$ cat src/rtl/servo_pwm_gen.sv
// Hobby-servo PWM generator: angle command to a framed pulse, with an
// optional per-frame slew limit. Angle and enable are taken only at frame boundaries.
module servo_pwm_gen #(
    parameter int PERIOD_CYC  = 1_000_000,
    parameter int MIN_CYC     = 25_000,
    parameter int STEP_CYC    = 555,
    parameter int MAX_ANGLE   = 180,
    parameter int MAX_STEP    = 0,
    parameter int RESET_ANGLE = 90
) (
    input  logic       iClk,
    input  logic       iRst,
    input  logic [7:0] iAngle,
    input  logic       iEn,
    output logic       oPwm,
    output logic       oFrame,
    output logic [7:0] oCurAngle
);

    localparam int CNT_W = (PERIOD_CYC > 1) ? $clog2(PERIOD_CYC) : 1;
    localparam int WID_W = $clog2(PERIOD_CYC + 1);
    localparam int STEP_SAT = (MAX_STEP > 255) ? 255 : MAX_STEP;

    localparam logic [CNT_W-1:0] CNT_LAST  = CNT_W'(PERIOD_CYC - 1);
    localparam logic [7:0]       ANG_MAX   = 8'(MAX_ANGLE);
    localparam logic [7:0]       ANG_RST   = 8'(RESET_ANGLE);
    localparam logic [7:0]       STEP8     = 8'(STEP_SAT);
    localparam logic [8:0]       STEP9     = 9'(STEP_SAT);
    localparam logic [WID_W-1:0] WID_MIN   = WID_W'(MIN_CYC);
    localparam logic [WID_W-1:0] WID_STEP  = WID_W'(STEP_CYC);
    localparam logic [WID_W-1:0] WID_RST   =
        WID_W'(MIN_CYC + RESET_ANGLE * STEP_CYC);

    logic [CNT_W-1:0] cnt;
    logic [CNT_W-1:0] cnt_nx;
    logic [WID_W-1:0] width;
    logic [WID_W-1:0] width_calc;
    logic [WID_W-1:0] width_nx;
    logic [7:0]       cur;
    logic [7:0]       cur_slew;
    logic [7:0]       cur_nx;
    logic [7:0]       tgt;
    logic [8:0]       diff_up;
    logic [8:0]       diff_dn;
    logic             en_lat;
    logic             en_nx;
    logic             boundary;
    logic             pwm;
    logic             frame;

    // Target angle after clamping, and the slew-limited step toward it.
    always_comb begin
        tgt      = (iAngle > ANG_MAX) ? ANG_MAX : iAngle;
        diff_up  = {1'b0, tgt} - {1'b0, cur};
        diff_dn  = {1'b0, cur} - {1'b0, tgt};
        cur_slew = tgt;
        if (MAX_STEP != 0) begin
            if ((tgt > cur) && (diff_up > STEP9)) begin
                cur_slew = cur + STEP8;
            end else if ((cur > tgt) && (diff_dn > STEP9)) begin
                cur_slew = cur - STEP8;
            end
        end
    end

    // Legal parameters guarantee the product fits in WID_W bits.
    always_comb begin
        width_calc = WID_MIN + WID_W'(cur_slew) * WID_STEP;
    end

    always_comb begin
        boundary = (cnt == CNT_LAST);
        cnt_nx   = boundary ? '0 : cnt + 1'b1;
        en_nx    = boundary ? iEn : en_lat;
        cur_nx   = boundary ? cur_slew : cur;
        width_nx = boundary ? width_calc : width;
    end

    // Outputs are registered from next-state values so they line up with cnt.
    always_ff @(posedge iClk) begin
        if (iRst) begin
            cnt    <= CNT_LAST;
            cur    <= ANG_RST;
            en_lat <= 1'b0;
            width  <= WID_RST;
            pwm    <= 1'b0;
            frame  <= 1'b0;
        end else begin
            cnt    <= cnt_nx;
            cur    <= cur_nx;
            en_lat <= en_nx;
            width  <= width_nx;
            pwm    <= en_nx && (WID_W'(cnt_nx) < width_nx);
            frame  <= (cnt_nx == '0);
        end
    end

    assign oPwm      = pwm;
    assign oFrame    = frame;
    assign oCurAngle = cur;

endmodule

$ cat config.mk
export PLATFORM = sky130hd
export DESIGN_NAME = servo_pwm_gen
export DESIGN_NICKNAME = d
export VERILOG_FILES = /design/src/rtl/servo_pwm_gen.sv
export SDC_FILE = /design/constraint.sdc
export NUM_CORES = 1
export LEC_CHECK = 0
export BUFFER_PORTS_ARGS = -buffer_cell sky130_fd_sc_hd__buf_2
export CAP_MARGIN = 20
export CORE_ASPECT_RATIO = 0.75
export CORE_MARGIN = 5
export CORE_UTILIZATION = 42
export CTS_CLUSTER_SIZE = 25
export DETAILED_ROUTE_END_ITERATION = 6
export GPL_TIMING_DRIVEN = 0
export PLACE_DENSITY_LB_ADDON = 0.15
export SKIP_LAST_GASP = 1
export SLEW_MARGIN = 20
export SYNTH_ARGS = -nofsm -noshare
export SYNTH_HDL_FRONTEND = slang
export SYNTH_SLANG_ARGS = --single-unit
$ cat constraint.sdc
create_clock -name iClk -period 8 [get_ports iClk]
set_clock_uncertainty 0.2 [all_clocks]
set_input_delay 0.4 -clock iClk [delete_from_list [all_inputs] [get_ports iClk]]
set_output_delay 0.4 -clock iClk [all_outputs]
set_load 0.02 [all_outputs]
=== Word level (Yosys, flattened, before mapping) ===
Cells that the tools add are included.
Widths: inputs -> output; s select.

* $add $sub $neg: 2
* Multiply operators: 1
* $lt $le $gt $ge: 2
* Eq/ne operators: 1
* Muxes and demuxes: 4
* Reduce and logical (&&, ||, !) cells: 2

{| class="wikitable"
|+ Operators with widths
! kind !! count
|-
| $mux 20 || 2
|-
| $add 20x1->20 const B || 1
|-
| $eq 20x20->1 const B || 1
|-
| $logic_not 20->1 || 1
|-
| $lt 20x20->1 || 1
|-
| $add 15x18->19 const A || 1
|-
| $mul 8x10->18 const B || 1
|-
| $gt 8x8->1 const B || 1
|-
| $mux 8 || 1
|-
| $logic_and 1x1->1 || 1
|-
| $mux 1 || 1
|}

* Register bits: 51
* Input port bits: 11
* Output and inout bits: 10
* Word-level logic and storage cells: 18

=== Depth between registers and ports, before layout ===
Gate-level depths: netlist of run 1.

* Word-level depth: 7
* Gate-level depth with buffers: 25
* Depth with buffers taken out: 25

=== Worst setup path after synthesis of run 1 ===
Ideal clock, no wire load.

* Path kind: input -> register
* Start: in iAngle[2]
* End: reg pwm, in the netlist oPwm
* Setup time: 0.059 ns
* Data arrival time: 5.961 ns
* Required time: 7.741 ns
* Setup slack: 1.780 ns
* Cell stages on the path: 22
* Buffers on the path: 0
* Cell sequence: o211a_1 -> o21ai_0 -> nand2b_1 -> ha_1 -> fa_1 -> inv_1 -> fa_1 -> fa_1 -> inv_1 -> ha_1 -> a21o_1 -> a2111oi_0 -> o21ai_1 -> mux2i_1 -> and2_1 -> ha_1 -> a21o_1 -> a21o_1 -> a221oi_1 -> o221ai_1 -> a2111oi_0 -> o31a_1

* Longest elaborated chain between the ends: 7

{| class="wikitable"
|+ RTL lines
! item !! RTL line !! RTL
|-
| from (decl) || 13 || <nowiki>input logic [7:0] iAngle,</nowiki>
|-
| $gt 8x8->1 || 53 || <nowiki>tgt = (iAngle > ANG_MAX) ? ANG_MAX : iAngle;</nowiki>
|-
| $mux 8 * || 53 ||
|-
| via cur_slew[2] || 40 || <nowiki>logic [7:0] cur_slew;</nowiki>
|-
| $mul 8x10->18 * || 68 || <nowiki>width_calc = WID_MIN + WID_W'(cur_slew) * WID_STEP;</nowiki>
|-
| $add 15x18->19 * || 68 ||
|-
| $mux 20 * || 76 || <nowiki>width_nx = boundary ? width_calc : width;</nowiki>
|-
| $lt 20x20->1 * || 93 || <nowiki>pwm <= en_nx && (WID_W'(cnt_nx) < width_nx);</nowiki>
|-
| $logic_and 1x1->1 * || 93 ||
|-
| to (signal assigned) || 93 ||
|-
| to (decl) || 48 || <nowiki>logic pwm;</nowiki>
|}

The timed path passes the listed nets; every way through them passes the cells marked *.
A chain may end at the register's enable or synchronous reset.

=== Final worst setup path of run 1 ===
* Start: in iAngle[3]
* End: reg pwm, in the netlist oPwm

* Longest elaborated chain between the ends: 7

{| class="wikitable"
|+ RTL lines
! item !! RTL line
|-
| $gt 8x8->1 || 53
|-
| $mux 8 || 53
|-
| via cur_slew[2] || 40
|-
| $mul 8x10->18 || 68
|-
| $add 15x18->19 || 68
|-
| $mux 20 || 76
|-
| $lt 20x20->1 || 93
|-
| $logic_and 1x1->1 || 93
|}

The timed path passes the listed nets, and every way through them passes these cells.

==> results of run 1 <==
==> final cells by class <==
class	instances	area (µm²)
fill	999	5110
multi-input combinational	372	2950
sequential	51	1020
tap	132	165
inverter	41	154
clock buffer	6	129
timing repair buffer	20	100
buffer	19	91.3
clock inverter	2	12.5
==> cells in the mapped netlist, types with 11 or more instances <==
cell,count
ha_1,61
dfxtp_1,51
inv_1,40
nand2_1,36
nor2_1,34
a21oi_1,22
o21ai_0,16
a21o_1,14
nand3_1,14
clkbuf_1,13
fa_1,13
mux2i_1,13
xnor2_1,13
xor2_1,13
and2_1,12
and3_1,11
==> placed cells by master (no fill, tap or decap), types with 5 or more instances in the layout <==
cell type  count
fa_1          13
nand2_1       36
mux2i_1       13
inv_1         40
nor3_1        10
or2_2          5
and3_1        11
o211ai_1       5
and2_1        12
xnor2_1       13
clkbuf_16      5
ha_1          61
xor2_1        13
clkbuf_1      14
nand4_1       10
o21ai_0       16
nand3_1       14
buf_2         21
a21o_1        14
dfxtp_1       51
a21oi_1       22
nor2_1        34
==> how the worst max path moves through the flow <==
stage / start / end / cells after the start
final: iAngle[3] / oPwm / 23
after global routing: iAngle[2] / oPwm / 23
after CTS: iAngle[3] / oPwm / 23
after detailed placement: iAngle[3] / oPwm / 23
after global placement: iAngle[3] / oPwm / 23
after floorplan: iAngle[2] / oPwm / 22
==> cells by family after synthesis <==
group	Yosys count	synth area share (%)
and+or+nand+nor	162	20.4
AOI/OAI and AO/OA	94	16.0
adders and majority gates	74	24.3
buffers and inverters	60	5.82
DFF	51	24.2
xor gates and xnor gates	26	5.40
muxes	16	3.89
==> sequential cells by signal (all words and copies together) (netlist names) <==
name,flops
en_lat,1
width,20
cnt,20
oCurAngle,8
oPwm,1
oFrame,1
==> through the flow <==
step	hold WS (ps)	area [µm²]	utilization, %	power, µW
after floorplan	222	4220	-	1220
final	184	4620	47.5	1720
after global placement	239	4480	46.0	1470
after CTS	192	4620	47.5	1710
after global routing	219	4620	47.5	1880
after detailed placement	248	4480	46.0	1490
==> power groups by stage <==
stage | logic (µW) | registers [µW] | clock network (µW)
floorplan | 804 | 415 | 0
global placement | 1060 | 403 | 0
detailed placement | 1080 | 407 | 0
CTS | 1090 | 402 | 217
global route | 1240 | 414 | 228
finish | 1100 | 403 | 216
==> layer usage <==
| metal | wire (µm) | share of wire [%] | vias up |
|---|---|---|---|
| met5 | 0 | 0 | - |
| met4 | 31 | 0.29 | 0 |
| met3 | 445 | 4.1 | 4 |
| met2 | 4530 | 42 | 65 |
| met1 | 5870 | 54 | 1716 |
| li1 | - | - | 1762 |
==> critical path: stages <==
cell	delay, ps
buf_2	120
o211a_1	190
o21ai_0	500
nand2b_1	390
ha_1	340
fa_1	480
inv_1	50
fa_1	460
fa_1	540
inv_1	40
ha_1	310
a21o_1	210
a2111oi_1	820
o21ai_1	350
mux2i_1	210
and2_1	190
ha_1	290
a21o_1	160
a21o_1	170
a221oi_1	310
o221ai_1	180
a2111oi_0	640
o31a_1	250
==> impl_metrics.env, run 1 <==
export IMPL_rsz0062_at_grt="false"
export IMPL_syn_nets=568
export IMPL_hpwlAfterDp_um=8740
export IMPL_tightest_slew_ps=863
export IMPL_timing_rr_start="cnt[0]"
export IMPL_wl_um=10900
export IMPL_io_pins=21
export IMPL_initial_core_util_pct=43.3
export IMPL_p_sw_share_pct=47.5
export IMPL_h_tree_depth=2
export IMPL_hold_depth=3
export IMPL_coreArea_mm2=0.00974
export IMPL_track_usage_pct=18.0
export IMPL_io_buffers=20
export IMPL_root_buffer="clkbuf_16"
export IMPL_ys_seq_area_share_pct=24.2
export IMPL_power_leakage_uw=0.00217
export IMPL_p_clk_share_pct=12.6
export IMPL_numCtsBuffers=5
export IMPL_min_delay_start="iEn"
export IMPL_yosysTopAreaCellShare_pct=24.2
export IMPL_top_usage_layer="met1"
export IMPL_synth_flop_cell="dfxtp_1"
export IMPL_peakVddDrop_v=0.000128
export IMPL_die_width_um=126
export IMPL_antenna_found_initial=0
export IMPL_cts_tree="built"
export IMPL_drive_gt1_share_pct=10.6
export IMPL_fin_crit_sh_pct=94.4
export IMPL_post_cts_buffers=0
export IMPL_grt_pass1_vias=3322
export IMPL_postCtsResizedCells=0
export IMPL_worstPathRequired_ps=8040
export IMPL_drtAntennaViolNets=0
export IMPL_fmax_ghz=0.132
export IMPL_clkTransAtPathRegs_ps=70
export IMPL_grtUsageMet1_pct=28.9
export IMPL_critPathArrivalTime_ps=7590
export IMPL_path_max_fanout=5
export IMPL_wl_per_cell_um=16.9
export IMPL_synth_cell_type_count=70
export IMPL_p_sw_uw=817
export IMPL_synth_largest_area_cell="dfxtp_1"
export IMPL_cts_hold_buf=0
export IMPL_synth_edff_count=0
export IMPL_cp_end_kind="flip-flop"
export IMPL_slew_headroom_pct=42.3
export IMPL_hold_viol_final=0
export IMPL_layout_setup_ws_ps=445
export IMPL_ys_ff_latch=51
export IMPL_grt_util_met2_pct=26.0
export IMPL_pwr_density_cell_mw_per_mm2=372
export IMPL_area_growth_pct=9.68
export IMPL_synth_area_leaders="dfxtp_1, ha_1, fa_1"
export IMPL_remaining_drc_errors=0
export IMPL_critical_path_class="in2reg"
export IMPL_vias=3547
export IMPL_combPwrFrac_pct=64.0
export IMPL_grt_pass1_wl_um=17800
export IMPL_grt_max_degree=16
export IMPL_internal_power_uw=903
export IMPL_dp_cells=635
export IMPL_rr_endpoint="oPwm"
export IMPL_reg2reg_depth=14
export IMPL_pre_cts_slack_ps=17.3
export IMPL_drv_slew=0
export IMPL_n_antenna_cell=0
export IMPL_first_iter_violations=323
export IMPL_fp_dieH_um=96.8
export IMPL_status="finished clean"
export IMPL_startpoint_type="input port"
export IMPL_async_flop_share_pct=0
export IMPL_r2r_setup_slack_ps=2650
export IMPL_gp_congestion=0.917
export IMPL_grtUsageMet3_pct=2.97
export IMPL_final_period_minus_worst_setup_slack_ps=7560
export IMPL_yosysWarnings=0
export IMPL_cap_violations=0
export IMPL_grt_ovfl_total=0
export IMPL_avgViaCountPerCell=5.52
export IMPL_cts_path_max_buffers=2
export IMPL_cts_sinks=51
export IMPL_firstDrtPassIters=4
export IMPL_netlist_instances=483
export IMPL_syn_area_per_cell_um2=8.73
export IMPL_seqPwrFrac_pct=23.4
export IMPL_fin_cells=643
export IMPL_setup_viol=0
export IMPL_setup_tns_ps=0
export IMPL_min_path_type="in2reg"
export IMPL_synth_area_mm2=0.00422
export IMPL_dieArea_mm2=0.0122
export IMPL_clock_latency_ps=290
export IMPL_layout_nets=595
export IMPL_num_rows=31
export IMPL_whs_endpoint="en_lat"
Power figures use the tool's default switching activity.
==> inputs of run 2 (changes only) <==
--- a/config.mk
+++ b/config.mk
@@ -8,7 +8,6 @@
 export BUFFER_PORTS_ARGS = -buffer_cell sky130_fd_sc_hd__buf_2
 export CAP_MARGIN = 20
 export CORE_ASPECT_RATIO = 0.75
-export CORE_MARGIN = 5
 export CORE_UTILIZATION = 42
 export CTS_CLUSTER_SIZE = 25
 export DETAILED_ROUTE_END_ITERATION = 6
==> run 2 against run 1 <==
Compared with the run above:
- register-to-register slack improved by 30 ps
- global-route usage up 3.2 points
- combinational power barely moved
- final area grew 0.70%
- sequential cell count did not move
- hold slack got worse by 0.75 ps
- via count barely moved
- die area is 14% lower
- non-clock buffer count did not move
- critical path type unchanged
==> impl_metrics.env, run 2 (synthesized netlist as in run 1, its figures left out) <==
export IMPL_status="finished clean"
export IMPL_hpwlAfterDp_um=8660
export IMPL_min_path_type="in2reg"
export IMPL_io_pins=21
export IMPL_final_area_mm2=0.00466
export IMPL_grt_pass1_wl_um=17100
export IMPL_dp_cells=635
export IMPL_fmax_ghz=0.132
export IMPL_slew_headroom_pct=36.6
export IMPL_n_antenna_cell=0
export IMPL_rr_endpoint="oPwm"
export IMPL_critPathArrivalTime_ps=7640
export IMPL_remaining_drc_errors=0
export IMPL_clock_latency_ps=300
export IMPL_cap_violations=0
export IMPL_first_iter_violations=235
export IMPL_hold_viol_final=0
export IMPL_p_sw_share_pct=46.2
export IMPL_cts_hold_buf=0
export IMPL_setup_viol=0
export IMPL_power_leakage_uw=0.00219
export IMPL_final_period_minus_worst_setup_slack_ps=7600
export IMPL_cp_depth=23
export IMPL_dpl_cell_area_mm2=0.00448
export IMPL_timing_rr_start="cnt[0]"
export IMPL_die_width_um=118
export IMPL_seqPwrFrac_pct=22.8
export IMPL_worstPathRequired_ps=8040
export IMPL_gp_congestion=0.877
export IMPL_critical_path_class="in2reg"
export IMPL_postCtsResizedCells=0
export IMPL_numCtsBuffers=5
export IMPL_hold_ws_ps=183
export IMPL_firstDrtPassIters=7
export IMPL_drive_gt1_share_pct=10.8
export IMPL_num_rows=31
export IMPL_area_growth_pct=10.4
export IMPL_wl_per_cell_um=16.7
export IMPL_drv_slew=0
export IMPL_reg2reg_depth=14
export IMPL_combPwrFrac_pct=62.5
export IMPL_cp_startpoint="iAngle[3]"
export IMPL_pwr_density_cell_mw_per_mm2=378
export IMPL_vias=3550
export IMPL_path_buf_inv=3
export IMPL_layout_setup_ws_ps=402
export IMPL_final_common_cell="ha_1"
export IMPL_mostFrequentLayoutCells="ha_1, dfxtp_1, inv_1, nand2_1, nor2_1"
export IMPL_initial_core_util_pct=43.5
export IMPL_drtAntennaViolNets=0
export IMPL_wl_um=10800
export IMPL_fp_dieH_um=88.8
export IMPL_path_cells="buf_2, o211a_1, o21ai_0, nand2b_1, ha_1, fa_1, inv_1, fa_1, fa_1, inv_1, ha_1, a21o_1, a2111oi_1, o21ai_1, and3_1, nor3_1, ha_1, nand4_1, nor2_1, a221oi_1, o221ai_1, a2111oi_0, o31a_1"
export IMPL_timing_critical_path_to="oPwm"
export IMPL_crit_slowest_cell="a2111oi_1"
export IMPL_grt_ovfl_total=0
export IMPL_grt_pass1_vias=3263
export IMPL_cts_tree="built"
export IMPL_layout_nets=595
export IMPL_max_stage_delay_ps=880
export IMPL_peakVddDrop_v=0.000162
export IMPL_p_clk_share_pct=14.7
export IMPL_fin_cells=643
export IMPL_tightest_slew_ps=949
export IMPL_internal_power_uw=946
export IMPL_io_buffers=20
export IMPL_root_buffer="clkbuf_16"
export IMPL_avgViaCountPerCell=5.52
export IMPL_r2r_setup_slack_ps=2680
export IMPL_cts_sinks=51
export IMPL_h_tree_depth=2
export IMPL_fin_crit_sh_pct=95.0
export IMPL_antenna_found_initial=0
export IMPL_rsz0062_at_grt="false"
export IMPL_cp_end_kind="flip-flop"
export IMPL_coreArea_mm2=0.00970
export IMPL_track_usage_pct=21.2
export IMPL_post_cts_buffers=0
export IMPL_hold_depth=3
export IMPL_clkTransAtPathRegs_ps=70
export IMPL_cts_path_max_buffers=2
export IMPL_grt_max_degree=16
export IMPL_pre_cts_slack_ps=-8.80
export IMPL_dieArea_mm2=0.0104
export IMPL_path_max_fanout=5
export IMPL_startpoint_type="input port"
export IMPL_crit_family="compound AO/OA/AOI/OAI gates"
export IMPL_setup_tns_ps=0
export IMPL_p_sw_uw=814
==> run 2: cell types whose count changed in the layout (fill, tap and decap cells not counted), sizes merged <==
cell / previous run / this run
bufinv: 0 / 1
clkinvlp: 1 / 0
==> run 2: layout make-up <==
| type | count | area (µm²) |
|---|---|---|
| Fill cell | 945 | 5040 |
| Multi-Input combinational cell | 372 | 2950 |
| Sequential cell | 51 | 1020 |
| Tap cell | 132 | 165 |
| Inverter | 41 | 154 |
| Clock buffer | 6 | 139 |
| Timing Repair Buffer | 20 | 100 |
| Buffer | 19 | 91.3 |
| Clock inverter | 2 | 35.0 |
==> run 2: tightest hold or removal path, stage by stage <==
cell and delay, ps:
buf_2 90, mux2i_1 80, nor2_1 80
==> run 2: per-stage QoR <==
stage                     total power [µW]  utilization, %
after global placement                1470            46.2
after global routing                  1920            48.0
after CTS                             1760            48.0
final                                 1760            48.0
after floorplan                       1220               -
after detailed placement              1490            46.2
==> run 2: worst min-delay path by stage <==
stage                      start           end  slack, ps
finish                       iEn        en_lat        180
detailed placement     width[19]     width[19]        250
global route                 iEn        en_lat        230
CTS                          iEn        en_lat        180
global placement    oCurAngle[0]  oCurAngle[0]        240
floorplan              width[19]     width[19]        220
==> run 2: metal layers <==
metal,vias to the layer above,wire length [µm],GRT usage [%]
met5,-,0,0
met4,0,49,3.15
met3,7,425,3.22
met2,80,4390,31.0
met1,1703,5890,32.9
li1,1760,-,-
==> run 2: power by group through the flow <==
stage	Clock, µW	Combinational (µW)	Sequential (µW)
6_report	258	1100	402
5_1_grt	269	1230	414
4_1_cts	260	1100	402
3_5_place_dp	0	1080	407
3_3_place_gp	0	1060	404
2_1_floorplan	0	804	415
